### src/rtl/mem_arbiter.sv
// mem_arbiter: shares one byte-addressed 32-bit memory between
// instruction fetch (read) and load/store (read/write) ports.
module mem_arbiter #(
  parameter int unsigned MEM_BYTES    = 1372,
  parameter int unsigned STARVE_LIMIT = 3
) (
  input  logic        clk,
  input  logic        rst_n,
  input  logic        if_req,
  input  logic [31:0] if_addr,
  output logic        if_ack,
  output logic        if_rvalid,
  output logic [31:0] if_rdata,
  output logic        if_err,
  input  logic        d_req,
  input  logic        d_we,
  input  logic [31:0] d_addr,
  input  logic [31:0] d_wdata,
  output logic        d_ack,
  output logic        d_rvalid,
  output logic [31:0] d_rdata,
  output logic        d_err,
  output logic [31:0] mem_raddr,
  output logic [31:0] mem_waddr,
  output logic [31:0] mem_in,
  output logic        mem_memwr,
  input  logic [31:0] mem_out
);

  typedef enum logic {
    IDLE,
    ACCESS
  } state_t;

  localparam int SW =
    (STARVE_LIMIT < 1) ? 1 : $clog2(STARVE_LIMIT + 1);
  localparam logic [SW-1:0] LIM  = SW'(STARVE_LIMIT);
  localparam logic [31:0]   LAST = 32'(MEM_BYTES - 4);

  state_t        state, state_nx;
  logic [SW-1:0] starve, starve_nx;

  logic        if_ok, d_ok, ovl;
  logic [31:0] diff_a, diff_b;
  logic        g_if, g_d;

  // slot bookkeeping carried from decision to capture
  logic        p_if, p_d, p_dld;
  logic        p_iferr, p_derr;

  // range/overlap checks
  always_comb begin
    if_ok  = (if_addr <= LAST);
    d_ok   = (d_addr <= LAST);
    diff_a = if_addr - d_addr;
    diff_b = d_addr - if_addr;
    ovl    = if_ok && d_ok &&
             ((diff_a < 32'd4) || (diff_b < 32'd4));
  end

  // next state, grant decision and starvation counter
  always_comb begin
    state_nx  = state;
    starve_nx = starve;
    g_if      = 1'b0;
    g_d       = 1'b0;
    unique case (state)
      IDLE: begin
        if (if_req || d_req) begin
          state_nx = ACCESS;
          unique case (1'b1)
            if_req && !d_req: g_if = 1'b1;
            d_req && !if_req: g_d = 1'b1;
            if_req && d_req && !d_we: begin
              if (starve == LIM) g_if = 1'b1;
              else               g_d  = 1'b1;
            end
            if_req && d_req && d_we: begin
              g_d  = 1'b1;
              g_if = !ovl;
            end
          endcase
          if (!if_req || g_if)   starve_nx = '0;
          else if (starve != LIM) starve_nx = starve + SW'(1);
        end
      end
      ACCESS: state_nx = IDLE;
      default: state_nx = IDLE;
    endcase
  end

  // fsm state and starvation counter
  always_ff @(posedge clk or negedge rst_n) begin
    if (!rst_n) begin
      state  <= IDLE;
      starve <= '0;
    end else begin
      state  <= state_nx;
      starve <= starve_nx;
    end
  end

  // memory drive at decision, read capture one cycle later
  always_ff @(posedge clk or negedge rst_n) begin
    if (!rst_n) begin
      if_ack    <= 1'b0;
      d_ack     <= 1'b0;
      mem_memwr <= 1'b0;
      mem_raddr <= '0;
      mem_waddr <= '0;
      mem_in    <= '0;
      if_rvalid <= 1'b0;
      if_err    <= 1'b0;
      if_rdata  <= '0;
      d_rvalid  <= 1'b0;
      d_err     <= 1'b0;
      d_rdata   <= '0;
      p_if      <= 1'b0;
      p_d       <= 1'b0;
      p_dld     <= 1'b0;
      p_iferr   <= 1'b0;
      p_derr    <= 1'b0;
    end else begin
      if_ack    <= g_if;
      d_ack     <= g_d;
      mem_memwr <= g_d && d_we && d_ok;
      if (g_if)
        mem_raddr <= if_addr;
      else if (g_d && !d_we)
        mem_raddr <= d_addr;
      if (g_d && d_we) begin
        mem_waddr <= d_addr;
        mem_in    <= d_wdata;
      end
      p_if    <= g_if;
      p_d     <= g_d;
      p_dld   <= g_d && !d_we;
      p_iferr <= g_if && !if_ok;
      p_derr  <= g_d && !d_ok;
      if_rvalid <= p_if;
      if_err    <= p_if && p_iferr;
      if (p_if && !p_iferr)
        if_rdata <= mem_out;
      d_rvalid <= p_d;
      d_err    <= p_d && p_derr;
      if (p_dld && !p_derr)
        d_rdata <= mem_out;
    end
  end

endmodule

### config.mk
export PLATFORM = sky130hd
export DESIGN_NAME = mem_arbiter
export DESIGN_NICKNAME = d
export VERILOG_FILES = /design/src/rtl/mem_arbiter.sv
export SDC_FILE = /design/constraint.sdc
export NUM_CORES = 1
export LEC_CHECK = 0
export ABC_AREA = 1
export BUFFER_PORTS_ARGS = -buffer_cell sky130_fd_sc_hd__buf_4
export CAP_MARGIN = 10
export CELL_PAD_IN_SITES_DETAIL_PLACEMENT = 2
export CELL_PAD_IN_SITES_GLOBAL_PLACEMENT = 2
export CORE_UTILIZATION = 26
export CTS_CLUSTER_DIAMETER = 120
export DETAILED_ROUTE_END_ITERATION = 8
export PLACE_DENSITY = 0.77
export SETUP_SLACK_MARGIN = 0.05
export SLEW_MARGIN = 15
export SYNTH_ARGS = -nofsm -noshare
export SYNTH_HDL_FRONTEND = slang
export SYNTH_SLANG_ARGS = --single-unit
export TNS_END_PERCENT = 10
### constraint.sdc
create_clock -name clk -period 2.01 [get_ports clk]
set_input_delay 0.201 -clock clk [delete_from_list [all_inputs] [get_ports clk]]
set_output_delay 0.201 -clock clk [all_outputs]
set_load 0.02 [all_outputs]
After elaboration in Yosys (flattened, before gate mapping)
Index checks and enable logic that the tools add are counted.

storage, ports and cells
  flip-flop bits (word level) = 173
  input bits = 133
  logic and storage cells = 74

operators by class
  add/subtract/negate cells = 3
  magnitude comparators = 4
  equal/unequal tests = 2
  muxes and demuxes = 16
  bitwise logic cells = 1
  reduce and logical (&&, ||, !) cells = 31

operator list
  kind                    number
  $le A32 B11 Y1 const B  2
  $lt A32 B3 Y1 const B   2
  $mux W32                2
  $sub A32 B32 Y32        2
  $logic_and A1 B1 Y1     16
  $mux W1                 9
  $logic_not A1 Y1        8
  $mux W2                 2
  $pmux W1 S2             2
  $reduce_bool A2 Y1      2
  $logic_or A1 B1 Y1      3
  $pmux W1 S3             1
  $reduce_and A3 Y1       1
  $add A2 B1 Y2 const B   1
  $eq A2 B2 Y1 const B    1
  $ne A2 B2 Y1 const B    1
  $reduce_or A2 Y1        1
  $not A1 Y1              1

Logic depth before layout (Yosys ltp)
Gate-level depths: netlist of run 1.

  depth after elaboration = 11
  gate-level depth with buffers = 30

Least setup slack after synthesis of run 1
No wires, ideal clock.

  kind = input to register
  from = in if_addr[6]
  to = reg mem_raddr[25]
  data arrival time = 2.369 ns
  data required time = 1.895 ns
  path slack = -0.474 ns
  stages = 29
  path buffers = 2
  path through = inv_1 > ha_1 > nand2_1 > inv_1 > nand2_1 > inv_1 > nand2_1 > nand2_1 > nand2_1 > nand2_1 > nand2_1 > nand2_1 > nand2_1 > nand2_1 > inv_1 > nor2_1 > nand2_1 > nor2_1 > nand2_1 > nand2_1 > nand2_1 > nand2_2 > nand2_2 > nand2_4 > buf_8 > buf_8 > nand2_2 > o21ai_2 > inv_2

on the way
  longest elaborated chain between the ends = 11

RTL lines
  element                                                line    source
  start, declared                                        10      input logic [31:0] if_addr,
  $sub A32 B32 Y32 (on tied branches)                    55, 56
  $lt A32 B3 Y1                                          58      ((diff_a < 32'd4) || (diff_b < 32'd4));
  $logic_or A1 B1 Y1                                     58
  $logic_and A1 B1 Y1 (*)                                57      ovl = if_ok && d_ok &&
  $logic_not A1 Y1 (*)                                   80      g_if = !ovl;
  $pmux W1 S3 (*)                                        71      unique case (1'b1)
  $mux W1 (*)                                            69      if (if_req || d_req) begin
  $mux W1 (*)                                            67      unique case (state)
  $mux W1 (*)                                            69
  $mux W1 (*)                                            67
  $mux W32 / $reduce_bool A2 Y1 (equally long branches)  -
  end signal, assigned                                   128     mem_raddr <= if_addr;
  end signal, assigned                                   130     mem_raddr <= d_addr;
  end, declared                                          23      output logic [31:0] mem_raddr,

Mark *: on every way between the ends. The rest lies on a longest branch, timed or not. The select of a mux whose other input is x is not followed.
A chain may end at the register's enable or synchronous reset.

Final worst setup path of run 1
  from = in d_addr[10]
  to = reg mem_raddr[8]

on the way
  longest elaborated chain between the ends = 11

RTL lines
  element                                                line    source
  start, declared                                        17      input logic [31:0] d_addr,
  $sub A32 B32 Y32 (on tied branches)                    55, 56
  $lt A32 B3 Y1                                          58
  $logic_or A1 B1 Y1                                     58
  $logic_and A1 B1 Y1 (*)                                57
  $logic_not A1 Y1 (*)                                   80
  $pmux W1 S3 (*)                                        71
  $mux W1 (*)                                            69
  $mux W1 (*)                                            67
  $mux W1 (*)                                            69
  $mux W1 (*)                                            67
  $mux W32 / $reduce_bool A2 Y1 (equally long branches)  -

Marked as above.

==> reports/qor.yml, run 1 <==
run_status:
  status: "complete, but fails checks"
  violations: "setup timing"
detailed_routing:
  ant_nets: 0
  drc: 0
  wl_per_cell_um: 25.66
  via_per_inst: 5.087
  dr.pass1.iters: 4
  via_count: 15245
  drt_first_iter_violations: 907
  wl_um: 76900
grt:
  grt_max_degree: 57
  met3_usage: 0.04728
  grt_pass1_wl_um: 104400
  grt_usage: 0.2913
  grt.busiest_layer: "met2"
  met2_usage: 0.5463
  overflow: 0
  met1_usage: 0.3265
  grt_pass1_vias: 16916
  antenna_found_initial: 4
synth:
  postSynthCellCount: 1803
  synthArstFlopShare: 1.000
  netlist_top_cells_count: "635 x nand2_1, 316 x inv_1, 173 x dfrtp_1"
  synth-seq-cells: 173
  synth_nets: 1997
  yosys_most_used_dff: "dfrtp_1"
  avgSynthCellArea_um2: 6.721
  netlist.area_leader.share: 0.3573
  synth_area_leaders: "dfrtp_1 36%, nand2_1 20%, inv_1 9.8%, ha_1 6.3%, o21ai_0 4.3%"
  yosys.area.top_type: "dfrtp_1"
  yosys_warnings: 0
  synth_most_common_cell: "nand2_1"
  synthesis.area_mm2: 0.01212
  synth_edf_count: 0
  ys_seq_area_frac: 0.3573
  ys_types: 39
clock_tree:
  clockBufferDepth: 2
  h-tree-depth: 4
  clk_pin_slew_ns: 0.10
  clock-root-buffer: "clkbuf_16"
  cts.sinks: 173
  insertion_delay_ns: 0.48
  cts_tree: "yes"
  cts_made_buffers: 17
setup_path:
  r2r-end: "mem_raddr[10]"
  rr_worst_depth: 10
  cp-end-kind: "flip-flop"
  required_ns: 2.38
  arrival_ns: 3.22
  startpoint: "d_addr[10]"
  reg2reg_from: "starve[0]"
  cp-start-kind: "input pin"
  crit_type: "in2reg"
  worstPathMaxFanout: 8
  reg2reg_slack_ns: -0.31
  endpoint: "mem_raddr[8]"
pwr:
  p_comb_frac: 0.467
  intPower_w: 0.008914
  p_switching_w: 0.007028
  worst_ir_drop_vdd_uv: 499.0
  pwr-share-clk: 0.226
  swShare: 0.4409
  cellLeakagePower_nw: 10.62
  power_frac_seq: 0.307
  powerDensity_mw_per_mm2: 812.7
finish:
  final_layout_size_suffix_gt1_frac: 0.4294
  final_nets: 2575
  final_cells: 2997
  synthToLayoutAreaGrowth_pct: 61.87
  fin_area_mm2: 0.01962
sta:
  setup-tns-final_ns: -27.65
  hold_violations: 0
  fin_crit_ns: 2.845
  final_max_slew_viol_count: 0
  min_period_over_period: 1.416
  tightest_slew_ns: 0.5403
  rsz0062_at_grt: "yes"
  timing.fmax_mhz: 351.5
  setup-violations-final: 36
  relSlewSlack: 0.6385
  fin_ws_ns: -0.8352
  fin_skew_ns: 0.02663
  timing.hold.ws_ns: 0.03457
placement:
  hpwl_um: 48950
  pre_cts_ws_ns: -1.272
  routabilityCongestion: 0.8980
  place_area_mm2: 0.01718
  dp_cells: 2888
  port-buffer-count: 299
floorplanning:
  core_area_mm2: 0.04567
  start_util: 0.2653
  die_h_um: 217.9
  ioPinCount: 300
  dieWidth_um: 217.9
  fp.dieArea_mm2: 0.04747
  fp-row-count: 78
min_path:
  hold_class: "in2reg"
  min_from: "mem_out[20]"
job:
  drv_cap: 0
routing by layer:
layer	vias up	wire length (um)
li1	6713	-
met1	7749	29700
met2	576	39850
met3	207	3797
met4	0	3560
met5	-	0
final cells by class:
cell class,instances,area (um^2)
fill,5204,26060
multi-input combinational,1244,7614
timing repair buffer,597,4920
sequential,173,4329
inverter,348,1361
tap,600,750.7
clock buffer,17,425.4
clock inverter,15,207.7
antenna,3,7.507
per-stage QoR:
stage	total power (W)	util
2_1_floorplan	0.007986	-
3_3_place_gp	0.01090	0.3761
3_5_place_dp	0.01126	0.3761
4_1_cts	0.01515	0.4125
5_1_grt	0.01654	0.4295
6_report	0.01594	0.4295
placed cells by master (no fill, tap or decap), drive strengths merged, types with 2 or more instances in the layout:
master	Yosys	final
nand2	674	674
buf	10	553
inv	347	353
dfrtp	173	173
o21ai	133	133
nor2	123	123
nand3	77	77
a21oi	74	74
ha	61	61
dlygate4sd3	0	42
nand4	33	33
mux2	32	32
clkbuf	28	19
nor4	9	9
clkinv	1	9
o21bai	7	7
nor3	5	5
diode	0	3
o21a	3	3
xor2	3	3
o211ai	3	3
a31oi	2	2
sequential cells by signal, summed over array words and instances, names as in the netlist, 2 cells and up:
name       count
starve         2
mem_raddr     32
if_rdata      32
d_rdata       32
mem_in        32
mem_waddr     32
worst min-delay path by stage:
stage | end | slack (ns) | cells after the start
floorplan | d_err | -0.09 | 0
global placement | d_rdata[23] | 0.16 | 1
detailed placement | d_rdata[23] | 0.16 | 1
CTS | if_rdata[0] | 0.003 | 3
global route | if_rdata[20] | 0.006 | 3
finish | if_rdata[20] | 0.03 | 3
kinds of logic after synthesis:
group	after synthesis	share of synthesized area
buffers and inverters	386	0.1252
adder cells (fa/ha/maj)	61	0.06298
multiplexers	32	0.02974
AND/OR/NAND/NOR	924	0.3186
AO/OA/AOI/OAI	224	0.1040
XOR/XNOR	3	0.002169
flip-flops	173	0.3573
critical path: stages:
cell and delay (ns):
buf_4 0.14, ha_4 0.36, nand2_4 0.10, nor2_4 0.14, inv_2 0.06, nor2_4 0.11, nand2_1 0.12, nand3_2 0.13
nand2_1 0.13, nand2_1 0.09, inv_1 0.08, nor2_2 0.12, nand2_1 0.07, nor2_1 0.09, nand2_1 0.07, nor2_2 0.12
nand2_2 0.09, nand2_4 0.11, nand2_4 0.06, nand2_4 0.09, nand2_4 0.07, nand2_8 0.17, buf_12 0.17, buf_6 0.10
nand2_2 0.05, o21ai_2 0.08, inv_2 0.05
power groups by stage:
stage          Combinational [W]  Clock [W]  Sequential, W
3_5_place_dp             0.00641          0        0.00485
2_1_floorplan            0.00228          0        0.00571
5_1_grt                  0.00782    0.00377        0.00495
6_report                 0.00744    0.00361        0.00489
3_3_place_gp             0.00613          0        0.00477
4_1_cts                  0.00675    0.00359        0.00480
timing repair:
| action | 4_1_cts | 5_1_grt |
|---|---|---|
| buffers inserted | 14 | 14 |
| hold buffers | 42 | 0 |
| cloned | 3 | 2 |
| pin swaps | 41 | 89 |
| setup endpoints to repair | 36 | 78 |
| hold endpoints to repair | 76 | 0 |
| resized for setup | 132 | 222 |
Note: power is estimated with default switching activity, not from simulation.
==> run 2: changes to the inputs <==
--- a/config.mk
+++ b/config.mk
@@ -16,7 +16,7 @@
 export PLACE_DENSITY = 0.77
 export SETUP_SLACK_MARGIN = 0.05
+export SKIP_CTS_REPAIR_TIMING = 1
 export SLEW_MARGIN = 15
 export SYNTH_ARGS = -nofsm -noshare
 export SYNTH_HDL_FRONTEND = slang
 export SYNTH_SLANG_ARGS = --single-unit
-export TNS_END_PERCENT = 10
==> constraint.sdc (replaced) <==
create_clock -name clk -period 2.01 [get_ports clk]
set_input_delay 0.402 -clock clk [delete_from_list [all_inputs] [get_ports clk]]
set_output_delay 0.402 -clock clk [all_outputs]
set_load 0.02 [all_outputs]
==> reports/qor.yml, run 2 (synthesized netlist as in run 1, its figures left out) <==
floorplanning:
  fp.dieArea_mm2: 0.04747
  core_area_mm2: 0.04567
  dieWidth_um: 217.9
  die_h_um: 217.9
  ioPinCount: 300
  fp-row-count: 78
  start_util: 0.2653
setup_path:
  crit_path_max_incr_delay_ns: 0.26
  required_ns: 2.36
  worstPathMaxFanout: 8
  startpoint: "if_addr[21]"
  crit_chain: "buf_4, buf_4, ha_1, inv_1, nand2_1, a21oi_2, nand2_1, a21oi_2, nand2_1, nand2_1, nand2_1, nor2_1, nand2_1, nor2_1, nand2_1, nand2_2, nand2_2, nand2_4, nand2_4, nand2_8, clkbuf_16, nand2_4, o21ai_2, inv_2"
  critPathMostFrequentCell: "nand2_1"
  slowest_stage: "ha_1"
  reg2reg_from: "starve[0]"
  cp-start-kind: "input pin"
  critPathBufInv: 5
  arrival_ns: 3.27
  cp-end-kind: "flip-flop"
  crit_type: "in2reg"
  crit_family: "simple AND/OR/NAND/NOR gates"
finish:
  synthToLayoutAreaGrowth_pct: 55.11
  regArea_mm2: 0.004329
  layout_commonest_cell: "nand2_1"
  final_layout_size_suffix_gt1_frac: 0.4207
  fillers: 5321
  multi_input_area_mm2: 0.007612
  fin_area_mm2: 0.01880
  final_nets: 2501
  final_cell_mix: "508 x nand2_1, 496 x buf_4, 268 x inv_1"
clock_tree:
  clk_pin_slew_ns: 0.09
  clockBufferDepth: 2
  cts_tree: "yes"
  cts_made_buffers: 17
  clock-root-buffer: "clkbuf_16"
  insertion_delay_ns: 0.46
  cts.sinks: 173
  h-tree-depth: 4
sta:
  final_max_slew_viol_count: 0
  fin_crit_ns: 2.924
  min_period_over_period: 1.455
  timing.fmax_mhz: 342.0
  hold_violations: 0
  setup-tns-final_ns: -31.32
  rsz0062_at_grt: "yes"
  setup-violations-final: 36
  fin_ws_ns: -0.9136
  fin_skew_ns: 0.01401
  timing.hold.ws_ns: 0.1724
  relSlewSlack: 0.6008
  tightest_slew_ns: 0.5967
pwr:
  cellLeakagePower_nw: 10.30
  worst_ir_drop_vdd_uv: 598.7
  p_total_w: 0.01520
  powerDensity_mw_per_mm2: 808.6
grt:
  grt_pass1_vias: 15382
  antenna_found_initial: 4
  grt_pass1_wl_um: 89350
  overflow: 0
  grt_max_degree: 60
  grt_usage: 0.2451
placement:
  pre_cts_ws_ns: -1.458
  hpwl_um: 48860
  routabilityCongestion: 0.8650
  place_area_mm2: 0.01702
  port-buffer-count: 299
detailed_routing:
  drc: 0
  dr.pass1.iters: 4
  via_count: 14159
  wl_per_cell_um: 21.95
  drt_first_iter_violations: 687
  ant_nets: 0
  wl_um: 64160
  via_per_inst: 4.844
min_path:
  hold_class: "in2reg"
  min_from: "d_wdata[19]"
run_status:
  violations: "setup timing"
  status: "complete, but fails checks"
job:
  drv_cap: 0
[run 2: cell types whose count changed in the layout (fill, tap and decap cells not counted), sizes merged]
cell         previous run  this run
buf                   553       518
clkbuf                 19        21
clkinv                  9         7
clkinvlp                1         0
dlygate4sd3            42         1
inv                   353       356
[run 2: stage by stage]
| step | cells | util |
|---|---|---|
| after detailed placement | 2871 | 0.3727 |
| final | 2923 | 0.4115 |
| after CTS | 2903 | 0.3861 |
| after global placement | 2871 | 0.3727 |
| after floorplan | 1803 | - |
| after global routing | 2923 | 0.4115 |
[run 2: path summary, 6_finish.rpt]
check | end | slack (ns) | cells past startpoint
setup / recovery | mem_raddr[27] | -0.91 | 24
setup reg to reg | mem_raddr[24] | -0.05 | 10
hold / removal | mem_in[19] | 0.17 | 2
hold reg to reg | d_rvalid | 0.46 | 0
max in group asynchronous | mem_waddr[23] | 1.03 | 3
min in group asynchronous | mem_in[6] | 0.37 | 2
[run 2: worst reg2reg max path, stage by stage (launching register included)]
cell and delay [ns]:
dfrtp_1 0.41, ha_1 0.24, a31oi_1 0.22, nand2_1 0.11, inv_1 0.16, nand2_2 0.10
buf_12 0.18, a21oi_1 0.36, nand2_4 0.08, o21ai_2 0.06, inv_2 0.04
[run 2: power breakdown]
part	switching (W)	total, W	internal [W]
sequential	0.000542	0.00481	0.00427
clock	0.00174	0.00343	0.00170
combinational	0.00417	0.00695	0.00278
[run 2: final cells by class]
| cell class | count | area share |
|---|---|---|
| clock inverter | 15 | 0.009786 |
| clock buffer | 17 | 0.02263 |
| antenna | 3 | 0.0003994 |
| sequential | 173 | 0.2303 |
| inverter | 348 | 0.07043 |
| timing repair buffer | 523 | 0.2215 |
| multi-input combinational | 1244 | 0.4050 |
| tap | 600 | 0.03994 |
[run 2: metal layers]
metal | wire, um | vias up | GRT usage | part of all wire
met4 | 1984 | 2 | 0.06993 | 0.031
met3 | 2268 | 101 | 0.03696 | 0.035
met5 | 7 | - | 0 | 0.00011
met1 | 26340 | 7188 | 0.2902 | 0.41
li1 | - | 6564 | - | -
met2 | 33560 | 304 | 0.4523 | 0.52
